**src/rtl/spi_blockread_ctrl.sv**
```systemverilog
// -----------------------------------------------------------------------------
// spi_blockread_ctrl
//   Reads one data block from an SDHC card through the SD SPI command/byte
//   engine. The controller sends CMD17, checks R1 and polls for the 0xFE start
//   token. It then packs the payload big-endian into 32-bit words for boot
//   memory and finally consumes the two CRC bytes.
//
// Optional build macro: SPI_RD_CRC16_EN
//   Defined   : the payload CRC16-CCITT is computed and compared with the
//               received CRC. A mismatch reports error code 5.
//   Undefined : the CRC bytes are read and discarded. No CRC logic is built.
//
// Ports
//   spi_clk_i / spi_rst_i  : clock, asynchronous active-low reset
//   init_done_i            : card initialisation finished
//   rd_req_i, rd_blk_i,    : start pulse, SDHC block address,
//   rd_base_i              :   first memory word address
//   rd_busy_o, rd_done_o,  : busy level, success pulse,
//   rd_err_o, err_code_o   :   failure pulse, held failure code
//   cmd_o, cmd_start_o     : command frame and launch pulse to the SPI core
//   cmd_done_i, r1_i       : command finished, R1 response
//   byte_req_o             : request one received byte (MOSI = 0xFF)
//   byte_valid_i, byte_i   : received byte strobe and value
//   mem_we_o, mem_addr_o,  : boot memory word write port
//   mem_data_o
//
// Error codes: 1 not initialised, 2 bad R1, 3 token timeout, 4 data error
//              token, 5 CRC mismatch, 6 command timeout.
// -----------------------------------------------------------------------------
module spi_blockread_ctrl #(
  parameter int BLOCK_BYTES   = 512,
  parameter int MEM_AW        = 16,
  parameter int TOKEN_TIMEOUT = 1024,
  parameter int CMD_TIMEOUT   = 65535
) (
  input  logic              spi_clk_i,
  input  logic              spi_rst_i,
  input  logic              init_done_i,
  input  logic              rd_req_i,
  input  logic [31:0]       rd_blk_i,
  input  logic [MEM_AW-1:0] rd_base_i,
  output logic              rd_busy_o,
  output logic              rd_done_o,
  output logic              rd_err_o,
  output logic [2:0]        err_code_o,
  output logic [47:0]       cmd_o,
  output logic              cmd_start_o,
  input  logic              cmd_done_i,
  input  logic [7:0]        r1_i,
  output logic              byte_req_o,
  input  logic              byte_valid_i,
  input  logic [7:0]        byte_i,
  output logic              mem_we_o,
  output logic [MEM_AW-1:0] mem_addr_o,
  output logic [31:0]       mem_data_o
);

  localparam logic [2:0] S_IDLE       = 3'd0;
  localparam logic [2:0] S_SEND_CMD   = 3'd1;
  localparam logic [2:0] S_WAIT_R1    = 3'd2;
  localparam logic [2:0] S_WAIT_TOKEN = 3'd3;
  localparam logic [2:0] S_READ_DATA  = 3'd4;
  localparam logic [2:0] S_READ_CRC   = 3'd5;
  localparam logic [2:0] S_DONE       = 3'd6;
  localparam logic [2:0] S_ERROR      = 3'd7;

  // Terminal values of the shared counter in each phase.
  localparam logic [31:0] CMD_LAST  = 32'(CMD_TIMEOUT - 1);
  localparam logic [31:0] TOK_LAST  = 32'(TOKEN_TIMEOUT - 1);
  localparam logic [31:0] BYTE_LAST = 32'(BLOCK_BYTES - 1);

`ifdef SPI_RD_CRC16_EN
  // CRC16-CCITT (poly 0x1021), one byte per call, MSB first.
  function automatic logic [15:0] crc16_upd(input logic [15:0] crc, input logic [7:0] data);
    logic [15:0] c;
    c = crc ^ {data, 8'h00};
    for (int i = 0; i < 8; i++) begin
      if (c[15]) begin
        c = {c[14:0], 1'b0} ^ 16'h1021;
      end else begin
        c = {c[14:0], 1'b0};
      end
    end
    return c;
  endfunction

  logic [15:0] crc_q, crc_d;
  logic [7:0]  crc_hi_q, crc_hi_d;
`endif

  logic [2:0]        state_q, state_d;
  logic [31:0]       cnt_q, cnt_d;        // cycles in WAIT_R1, polls, byte index
  logic              pend_q, pend_d;      // one byte request outstanding
  logic [23:0]       word_q, word_d;      // first three bytes of the current word
  logic [MEM_AW-1:0] waddr_q, waddr_d;
  logic              busy_q, busy_d;
  logic              done_q, done_d;
  logic              err_q, err_d;
  logic [2:0]        code_q, code_d;
  logic [47:0]       cmd_q, cmd_d;
  logic              cmd_start_q, cmd_start_d;
  logic              byte_req_q, byte_req_d;
  logic              we_q, we_d;
  logic [MEM_AW-1:0] addr_q, addr_d;
  logic [31:0]       data_q, data_d;
  logic              fail_s;
  logic [2:0]        fail_code_s;
  logic              ok_s;
  logic              rx_s;

  // A byte is only consumed while a request is outstanding.
  assign rx_s = pend_q & byte_valid_i;

  // Next-state and output-register logic of the read sequencer.
  always_comb begin
    state_d     = state_q;
    cnt_d       = cnt_q;
    pend_d      = pend_q;
    word_d      = word_q;
    waddr_d     = waddr_q;
    busy_d      = busy_q;
    done_d      = 1'b0;
    err_d       = 1'b0;
    code_d      = code_q;
    cmd_d       = cmd_q;
    cmd_start_d = 1'b0;
    byte_req_d  = 1'b0;
    we_d        = 1'b0;
    addr_d      = addr_q;
    data_d      = data_q;
    fail_s      = 1'b0;
    fail_code_s = 3'd0;
    ok_s        = 1'b0;
`ifdef SPI_RD_CRC16_EN
    crc_d       = crc_q;
    crc_hi_d    = crc_hi_q;
`endif
    case (state_q)
      S_IDLE: begin
        if (rd_req_i && init_done_i) begin
          cmd_d       = {8'h51, rd_blk_i, 8'hFF};
          cmd_start_d = 1'b1;
          waddr_d     = rd_base_i;
          busy_d      = 1'b1;
          cnt_d       = 32'd0;
          pend_d      = 1'b0;
`ifdef SPI_RD_CRC16_EN
          crc_d       = 16'h0000;
`endif
          state_d     = S_SEND_CMD;
        end else if (rd_req_i) begin
          err_d  = 1'b1;
          code_d = 3'd1;
        end else begin
          state_d = S_IDLE;
        end
      end
      S_SEND_CMD: begin
        state_d = S_WAIT_R1;
      end
      S_WAIT_R1: begin
        if (cmd_done_i) begin
          if (r1_i == 8'h00) begin
            state_d    = S_WAIT_TOKEN;
            cnt_d      = 32'd0;
            byte_req_d = 1'b1;
            pend_d     = 1'b1;
          end else begin
            fail_s      = 1'b1;
            fail_code_s = 3'd2;
          end
        end else if (cnt_q == CMD_LAST) begin
          fail_s      = 1'b1;
          fail_code_s = 3'd6;
        end else begin
          cnt_d = cnt_q + 32'd1;
        end
      end
      S_WAIT_TOKEN: begin
        if (rx_s) begin
          if (byte_i == 8'hFE) begin
            state_d    = S_READ_DATA;
            cnt_d      = 32'd0;
            byte_req_d = 1'b1;
          end else if (byte_i[7:4] == 4'h0) begin
            fail_s      = 1'b1;
            fail_code_s = 3'd4;
          end else if (cnt_q == TOK_LAST) begin
            fail_s      = 1'b1;
            fail_code_s = 3'd3;
          end else begin
            cnt_d      = cnt_q + 32'd1;
            byte_req_d = 1'b1;
          end
        end else begin
          state_d = S_WAIT_TOKEN;
        end
      end
      S_READ_DATA: begin
        if (rx_s) begin
          word_d     = {word_q[15:0], byte_i};
          byte_req_d = 1'b1;
`ifdef SPI_RD_CRC16_EN
          crc_d      = crc16_upd(crc_q, byte_i);
`endif
          // Fourth byte of a word completes it; write on the next cycle.
          if (cnt_q[1:0] == 2'b11) begin
            we_d    = 1'b1;
            addr_d  = waddr_q;
            data_d  = {word_q, byte_i};
            waddr_d = waddr_q + {{(MEM_AW-1){1'b0}}, 1'b1};
          end else begin
            we_d = 1'b0;
          end
          if (cnt_q == BYTE_LAST) begin
            state_d = S_READ_CRC;
            cnt_d   = 32'd0;
          end else begin
            cnt_d = cnt_q + 32'd1;
          end
        end else begin
          state_d = S_READ_DATA;
        end
      end
      S_READ_CRC: begin
        if (rx_s) begin
          if (cnt_q == 32'd0) begin
`ifdef SPI_RD_CRC16_EN
            crc_hi_d   = byte_i;
`endif
            cnt_d      = 32'd1;
            byte_req_d = 1'b1;
          end else begin
`ifdef SPI_RD_CRC16_EN
            if ({crc_hi_q, byte_i} != crc_q) begin
              fail_s      = 1'b1;
              fail_code_s = 3'd5;
            end else begin
              ok_s = 1'b1;
            end
`else
            ok_s = 1'b1;
`endif
          end
        end else begin
          state_d = S_READ_CRC;
        end
      end
      S_DONE, S_ERROR: begin
        state_d = S_IDLE;
      end
      default: begin
        state_d = S_IDLE;
        busy_d  = 1'b0;
      end
    endcase

    // Terminate the transfer; done/err pulse and busy drop land together.
    if (fail_s) begin
      err_d      = 1'b1;
      code_d     = fail_code_s;
      busy_d     = 1'b0;
      pend_d     = 1'b0;
      byte_req_d = 1'b0;
      state_d    = S_ERROR;
    end else if (ok_s) begin
      done_d     = 1'b1;
      code_d     = 3'd0;
      busy_d     = 1'b0;
      pend_d     = 1'b0;
      byte_req_d = 1'b0;
      state_d    = S_DONE;
    end else if (byte_req_d) begin
      pend_d = 1'b1;
    end else if (rx_s) begin
      pend_d = 1'b0;
    end else begin
      pend_d = pend_d;
    end
  end

  // State and output registers, cleared asynchronously by reset.
  always_ff @(posedge spi_clk_i or negedge spi_rst_i) begin
    if (!spi_rst_i) begin
      state_q     <= S_IDLE;
      cnt_q       <= 32'd0;
      pend_q      <= 1'b0;
      word_q      <= 24'd0;
      waddr_q     <= {MEM_AW{1'b0}};
      busy_q      <= 1'b0;
      done_q      <= 1'b0;
      err_q       <= 1'b0;
      code_q      <= 3'd0;
      cmd_q       <= 48'd0;
      cmd_start_q <= 1'b0;
      byte_req_q  <= 1'b0;
      we_q        <= 1'b0;
      addr_q      <= {MEM_AW{1'b0}};
      data_q      <= 32'd0;
`ifdef SPI_RD_CRC16_EN
      crc_q       <= 16'h0000;
      crc_hi_q    <= 8'h00;
`endif
    end else begin
      state_q     <= state_d;
      cnt_q       <= cnt_d;
      pend_q      <= pend_d;
      word_q      <= word_d;
      waddr_q     <= waddr_d;
      busy_q      <= busy_d;
      done_q      <= done_d;
      err_q       <= err_d;
      code_q      <= code_d;
      cmd_q       <= cmd_d;
      cmd_start_q <= cmd_start_d;
      byte_req_q  <= byte_req_d;
      we_q        <= we_d;
      addr_q      <= addr_d;
      data_q      <= data_d;
`ifdef SPI_RD_CRC16_EN
      crc_q       <= crc_d;
      crc_hi_q    <= crc_hi_d;
`endif
    end
  end

  assign rd_busy_o   = busy_q;
  assign rd_done_o   = done_q;
  assign rd_err_o    = err_q;
  assign err_code_o  = code_q;
  assign cmd_o       = cmd_q;
  assign cmd_start_o = cmd_start_q;
  assign byte_req_o  = byte_req_q;
  assign mem_we_o    = we_q;
  assign mem_addr_o  = addr_q;
  assign mem_data_o  = data_q;

endmodule

```
**config.mk**
```make
export PLATFORM = sky130hd
export DESIGN_NAME = spi_blockread_ctrl
export DESIGN_NICKNAME = d
export VERILOG_FILES = /design/src/rtl/spi_blockread_ctrl.sv
export SDC_FILE = /design/constraint.sdc
export NUM_CORES = 1
export LEC_CHECK = 0
export BUFFER_PORTS_ARGS = -buffer_cell sky130_fd_sc_hd__buf_2
export CORE_ASPECT_RATIO = 2
export CORE_UTILIZATION = 35
export DETAILED_ROUTE_END_ITERATION = 10
export GPL_TIMING_DRIVEN = 0
export SLEW_MARGIN = 5
export SYNTH_ARGS = -nofsm -noshare
export SYNTH_HDL_FRONTEND = slang
export SYNTH_SLANG_ARGS = --single-unit
```
**constraint.sdc**
```tcl
create_clock -name spi_clk_i -period 4.4 [get_ports spi_clk_i]
set_input_delay 0.66 -clock spi_clk_i [delete_from_list [all_inputs] [get_ports spi_clk_i]]
set_output_delay 0.66 -clock spi_clk_i [all_outputs]
set_load 0.005 [all_outputs]
```
After elaboration in Yosys (flattened, before gate mapping)
Cells that the tools add are included.

word-level totals
  bits in latches = 0
  memories = 0
  memory bits (writable) = 0
  memory bits (read-only) = 0
  logic and storage cells = 159
  flip-flop bits (word level) = 174
  output and inout port bits = 105

operators by class
  bitwise operators = 1
  eq/ne operators = 32
  $lt $le $gt $ge = 0
  multiplexer cells = 88
  add/sub/neg operators = 2
  shift-type cells = 0
  divide/modulo/power cells = 0
  $mul = 0
  reductions and logical operators = 21

operators by type and width
  cell                   count
  $mux 32                12
  $pmux 32 s5            1
  $mux 3                 21
  $mux 16                3
  $mux 1                 43
  $add 32x1->32 const B  1
  $eq 32x10->1 const B   1
  $eq 32x16->1 const B   1
  $eq 32x9->1 const B    1
  $logic_not 32->1       1
  $pmux 16 s2            1
  $pmux 3 s7             1
  $ne 6x6->1 const B     3
  $add 16x1->16 const B  1
  $ne 3x3->1 const B     5
  $ne 5x5->1 const B     3
  $eq 3x3->1 const B     4
  $ne 2x2->1 const B     6
  $ne 4x4->1 const B     3
  $reduce_and 10->1      1
  $reduce_bool 3->1      3
  $eq 8x8->1 const B     1
  $logic_not 8->1        1
  $reduce_and 4->1       2
  18 further kinds       24

Depth between registers and ports, before layout
Gate-level depths: netlist (run 1).

  word-level depth = 9
  depth in mapped cells = 10
  depth with buffers taken out = 8

Least setup slack after synthesis (run 1)
Ideal clock, no wire load.

  path type = in2reg
  start = in r1_i[5]
  end = reg cnt_q[5]
  arrival = 2.519 ns
  stages = 8
  setup time = 0.122 ns
  buffers on the path = 2
  setup slack = 1.759 ns
  data required time = 4.278 ns
  cell sequence = nor4_1 a2111oi_0 a31o_2 clkbuf_1 or2_2 clkbuf_1 a211o_1 a32o_1

between the ends
  word-level cells in the longest chain between the ends = 3

RTL lines
  element                             line  RTL
  from (decl)                         49    input logic [7:0] r1_i,
  $logic_not 8->1                     163   if (r1_i == 8'h00) begin
  $ne 3x3->1 (no source line)         n/a
  $reduce_and 10->1 (no source line)  n/a
  to (signal assigned)                306   cnt_q <= cnt_d;
  to (decl)                           92    logic [31:0] cnt_q, cnt_d;

No other way between the ends.
A chain may end at the register's enable or synchronous reset.

Worst setup path after layout (run 1)
  start = in r1_i[5]
  end = reg cnt_q[27]

The elaborated chain is that of the path after synthesis.

==> summary.txt, run 1 <==
Critical path
  • CP max stage delay: around 0.66 ns
  • Crit-path cells: buf_2 -> nor4_1 -> a2111oi_0 -> a31o_2 -> clkbuf_1 -> nor2_1 -> clkbuf_1 -> o211ai_1 -> o2bb2ai_1
  • CP max-delay cell: nor2_1
  • Crit path required time: between 4 and 5 ns
  • Kind of critical path: primary input to flip-flop
  • Cell family with most CP delay: simple AND/OR/NAND/NOR gates
  • Buf/Inv on CP: 3
  • CP startpoint kind: primary input
  • Crit. End Element: flip-flop
  • Worst path arrival time: between 3 and 4 ns
  • CP Max Fanout: 10
  • Critical Path Most Common Cell: clkbuf_1

Floorplan
  • Initial Util: 0.3574
  • I/O Pins: around 180
  • Placeable Area: 22160 sq um
  • Die X-Extent: roughly 110 microns
  • Placement row count: 77
  • Die height: 214.7 microns
  • Overall die area: 23270 sq um

Clock tree
  • Hold-fix buffers, CTS: 0
  • CTS buffer count: 17
  • Clk buf depth: 2
  • Max H-tree Level: 4
  • Post-CTS Setup Bufs: 0
  • Clock-pin slew on the worst setup and hold paths: 0.07 ns
  • Worst skew pair latency: between 0.4 and 0.5 ns
  • Num Clock Sinks: between 150 and 200
  • CTS tree: built
  • Post-CTS Resized: 0
  • Root Driver: clkbuf_16

Logic synthesis
  • Post-synth EDFFs: 0
  • Cell taking the most area after synthesis: dfrtp_1
  • Post-synth ARST share: 1.000
  • Top-area cell type share of the netlist area: 0.5245
  • Synthesized flop and latch total: ~170
  • Yosys cell types: 66
  • Top_reg_cell synth: dfrtp_1
  • YS warnings: 0
  • Post-Syn Area: ~8000 sq um
  • Syn_area_per_cell: ~11 sq um
  • Post-Synthesis Cells: roughly 700
  • Commonest cells in the netlist: 166 x dfrtp_1, 104 x mux2_2, 43 x nor2_1
  • Seq/Total Area, Yosys: 0.5245
  • Top cells by area, synth: dfrtp_1 52%, mux2_2 15%, a21oi_1 2.1%
  • Most numerous cell in the Yosys netlist: dfrtp_1

Routing
  • Avg Vias per Cell: ~5.4
  • Post-route ant nets: 0
  • 1st-pass router iterations: 5
  • Vias: 6387
  • Initial DRC Count: a little under 400
  • Routed Wire Length: around 22 mm
  • DRC: 0
  • DR WL/cell: 18.83 microns

Global routing
  • First-pass GRT wire length: 35.18 mm
  • Vias in the first global route: roughly 6400
  • GRT Total Usage: 0.2008
  • Largest net degree at the start of global routing: 110
  • Initial antenna violation count: 1
  • Total grt overflow: 0

Timing
  • Max-slew headroom: 0.2646
  • Final Max Slew Viols: 0
  • Final setup vio count: 0
  • Unrepaired setup endpoints after global routing: false
  • Final period util: 0.7584
  • Final hold viol count: 0
  • Final worst slack: 1.063 ns
  • Fin crit period: 3.337 ns
  • Clk_skew: a little over 0.009 ns
  • Fmax: ~300 MHz
  • Worst slew pin tran: 1.093 ns

Cells and area
  • Final nets: 974
  • P&R area growth vs syn: 24.19%
  • Share of cells above drive strength 1: 0.3842
  • Layout Cells excl Fill: 1188

Placed design
  • Setup WS pre-CTS: ~0.66 ns
  • Port bufs: between 150 and 200
  • Placed Instances: between 1000 and 1500
  • Final Wtd Congestion: about 0.9
  • Post-DP HPWL: 16.76 mm

Min path
  • HP Class: primary input to async pin

Job
  • MaxCap Viol Count: 0

Power
  • Pwr Density: about 540 nW/um^2
  • Peak VDD IR: 328.4 uV
  • Leakage: roughly 4.7 nW

Run status
  • Status: finished clean
worst register-to-register path: cells and delay by family (launching register included):
kind,cells,cell delay (ns)
flops,1,0.47
compound gates,2,0.30
simple gates,4,2.32
registers in the layout, indices dropped and copies added (netlist names), 3 cells and up:
name	cells
word_q	24
cmd_o	33
mem_addr_o	16
err_code_o	3
cnt_q	32
mem_data_o	32
state_q	3
waddr_q	16
layout make-up:
cell class,instances,area [sq um]
Buffer,48,269.0
Timing Repair Buffer,170,883.3
Sequential cell,166,4154
Multi-Input combinational cell,477,3445
Fill cell,2127,12320
Tap cell,276,345.3
Clock buffer,19,452.9
Inverter,18,67.56
Clock inverter,13,216.5
Antenna cell,1,2.502
per-layer routing:
layer	vias to the layer above	global-route usage	wire, microns
met5	-	0	0
met4	0	0.1077	955
met3	65	0.04125	816
met2	180	0.3809	12980
met1	3137	0.1959	7619
li1	3005	-	-
metrics by stage:
| stage | utilization | instance area (sq um) | hold WS, ns | total power [W] | TNS, ns |
|---|---|---|---|---|---|
| 2_1_floorplan | - | 7935 | 0.3644 | 0.003026 | 0 |
| 3_3_place_gp | 0.4119 | 9126 | 0.4738 | 0.003648 | -9.854 |
| 3_5_place_dp | 0.4136 | 9164 | 0.4829 | 0.003683 | 0 |
| 4_1_cts | 0.4438 | 9833 | 0.1529 | 0.005392 | 0 |
| 5_1_grt | 0.4439 | 9836 | 0.1578 | 0.005637 | 0 |
| 6_report | 0.4439 | 9836 | 0.1313 | 0.005360 | 0 |
cell families after synthesis:
kind of cell,share of synthesized area
AND/OR/NAND/NOR,0.1374
flip-flops,0.5245
AO/OA/AOI/OAI,0.1365
multiplexers,0.1491
buffers and inverters,0.04249
adder cells (fa/ha/maj),0.009478
other,0.0004735
final timing paths:
kind	from	to	slack, ns	cells past startpoint
max	r1_i[5]	cnt_q[27]	1.06	9
min	spi_rst_i	mem_data_o[5]	0.13	1
max reg2reg	cnt_q[6]	cnt_q[31]	1.22	6
min reg2reg	mem_addr_o[14]	mem_addr_o[14]	0.50	1
max in group asynchronous	spi_rst_i	rd_err_o	3.33	2
min in group spi_clk_i	rd_base_i[0]	waddr_q[0]	0.44	3
report_power, final:
| group | switching [W] | internal [W] |
|---|---|---|
| clock network | 0.000655 | 0.00105 |
| logic | 0.000883 | 0.000699 |
| registers | 0.000252 | 0.00182 |
cell usage in the layout (no fill, tap or decap), drive strengths merged, types with 4 or more instances in the layout:
cell type,count
buf,200
o211ai,16
nor2,44
a211oi,8
and2,5
mux2,104
o21ai,21
bufinv,5
o2bb2ai,9
conb,5
a31oi,7
inv,23
nand3,19
o31ai,10
nand4,17
dfrtp,166
nor4,17
nor3,20
nand2,39
o221a,4
a21oi,33
and3,10
o22ai,9
nor2b,4
clkbuf,37
or2,5
nand2b,12
o41ai,4
a32o,7
ha,6
Note: power is estimated with default switching activity, not from simulation.
==> run 2, diff against run 1 <==
clock period = 2.76 ns   (was 4.4 ns; I/O delays follow)
==> run 2 against run 1 <==
Compared with the run above:
- die area unchanged
- critical path depth decreased by 1
- total power grew 64%
==> summary.txt, run 2 (same netlist as run 1, synthesis figures left out) <==
Run status
  • Status: finished clean

Clock tree
  • Root Driver: clkbuf_16
  • Num Clock Sinks: between 150 and 200
  • Max H-tree Level: 4
  • Clock-pin slew on the worst setup and hold paths: 0.07 ns
  • CTS tree: built
  • CTS buffer count: 17
  • Worst skew pair latency: 0.44 ns
  • Clk buf depth: 2

Timing
  • Fin crit period: around 2.8 ns
  • Unrepaired setup endpoints after global routing: true
  • Final worst slack: approximately 0.0035 ns
  • Final setup vio count: 0
  • Final period util: 0.9987
  • Clk_skew: 0.008946 ns
  • Fmax: around 360 MHz
  • Max-slew headroom: 0.4293
  • Worst slew pin tran: roughly 0.85 ns
  • Final hold viol count: 0
  • Final Max Slew Viols: 0

Critical path
  • CP Max Fanout: 10
  • CP max stage delay: 0.56 ns
  • Worst Reg2Reg Path Length in Cells: 8
  • Worst path arrival time: between 3 and 4 ns
  • Levels on crit path: 8
  • Crit-path cells: or4_4 -> or3_4 -> or4_4 -> o32a_1 -> buf_6 -> buf_6 -> a31oi_4 -> a21oi_1
  • Cell family with most CP delay: simple AND/OR/NAND/NOR gates
  • Kind of critical path: flip-flop to flip-flop
  • CP startpoint kind: flip-flop
  • Crit path required time: slightly above 3 ns
  • CP max-delay cell: or4_4
  • Minimum setup slack among reg-to-reg paths: between 0.003 and 0.004 ns
  • Buf/Inv on CP: 2
  • Crit. End Element: flip-flop

Global routing
  • Grt peak-use layer: met2
  • Met3 GRT Util: 0.04004
  • GRT Total Usage: 0.2019
  • Global-route met1 utilization: 0.1975
  • Total grt overflow: 0
  • Largest net degree at the start of global routing: 110
  • Initial antenna violation count: 1
  • First-pass GRT wire length: 35.45 mm
  • Vias in the first global route: 6521
  • Met2 global-route usage: 0.3834

Routing
  • Post-route ant nets: 0
  • 1st-pass router iterations: 5
  • Routed Wire Length: between 20 and 25 mm
  • Initial DRC Count: 371
  • Avg Vias per Cell: around 5.4
  • Vias: between 6000 and 7000
  • DR WL/cell: 18.88 microns
  • DRC: 0

Power
  • Pwr Density: 867.3 nW/um^2
  • Leakage: approximately 4.8 nW
  • Peak VDD IR: 526.1 uV

Cells and area
  • Leading cell type in the layout, fill and taps excluded: buf_2
  • Layout Cells excl Fill: 1200
  • Most frequent cells in the layout: 173 x buf_2, 164 x dfrtp_1, 104 x mux2_2
  • Max FFs per register: 33
  • Share of cells above drive strength 1: 0.4215
  • Final nets: roughly 1000
  • P&R area growth vs syn: 27.60%
  • Final core utilization: 0.4561

Floorplan
  • Die X-Extent: 108.4 microns
  • Placement row count: between 70 and 80
  • Die height: between 200 and 250 microns
  • Overall die area: about 23000 sq um
  • Placeable Area: ~22000 sq um
  • I/O Pins: around 180
  • Initial Util: 0.3574

Placed design
  • Port bufs: about 170
  • Post-DP HPWL: 16.76 mm
  • Placed Instances: around 1200
  • Final Wtd Congestion: roughly 0.88
  • Setup WS pre-CTS: -0.7303 ns

Min path
  • HP Class: primary input to flip-flop
  • Worst hold path depth: 3

Job
  • MaxCap Viol Count: 0
-- run 2: worst paths after layout --
check / from / endpoint
worst max-delay path: cnt_q[14] / cnt_q[7]
worst min-delay path: rd_base_i[0] / waddr_q[0]
worst max register to register: cnt_q[14] / cnt_q[7]
worst min register to register: mem_addr_o[14] / mem_addr_o[14]
max in group asynchronous: spi_rst_i / cnt_q[14]
min in group asynchronous: spi_rst_i / mem_data_o[6]
-- run 2: power breakdown --
group          leakage [nW]  switching [W]  total, W  internal, W
Clock                 0.329        0.00105   0.00272      0.00167
Sequential             2.20       0.000404   0.00331      0.00291
Combinational          2.31        0.00150   0.00274      0.00124
Total                  4.84        0.00295   0.00876      0.00582
-- run 2: per-stage QoR --
step | hold WS, ns | cell area [sq um] | setup TNS, ns | total power [W]
floorplan | 0.1184 | 7935 | 0 | 0.004824
global placement | 0.4738 | 9126 | -261.65 | 0.005815
detailed placement | 0.3826 | 9164 | -22.34 | 0.005872
CTS | 0.1774 | 9941 | 0 | 0.008689
global route | 0.1862 | 10110 | -0.4212 | 0.009194
finish | 0.1892 | 10110 | 0 | 0.008765
-- run 2: metal layers --
| layer | up-vias | routed length (microns) |
|---|---|---|
| met2 | 155 | 13210 |
| met3 | 54 | 745 |
| met4 | 0 | 890 |
| met5 | - | 0 |
| met1 | 3226 | 7807 |
| li1 | 3028 | - |
-- run 2: cell type report --
type,count,area [sq um]
diodes,1,2.502
plain buffers,46,285.3
clock buffers,19,452.9
clock inverters,13,216.5
fillers,2106,12050
inverters,18,67.56
multi-input cells,477,3588
flip-flops and latches,166,4156
well taps,276,345.3
repair buffers,184,991.0
-- run 2: timing repair --
| action | CTS | global route |
|---|---|---|
| endpoints found under the hold margin | 57 | 0 |
| hold buffers | 1 | 0 |
| resized for setup | 23 | 19 |
| buffers inserted | 4 | 9 |
| cloned | 0 | 0 |
| endpoints found under the setup margin | 96 | 62 |
| pin swaps | 1 | 4 |
-- run 2: worst min-delay path: stages --
cell and delay, ns:
buf_2 0.08, nand3_1 0.05, nand2_1 0.06
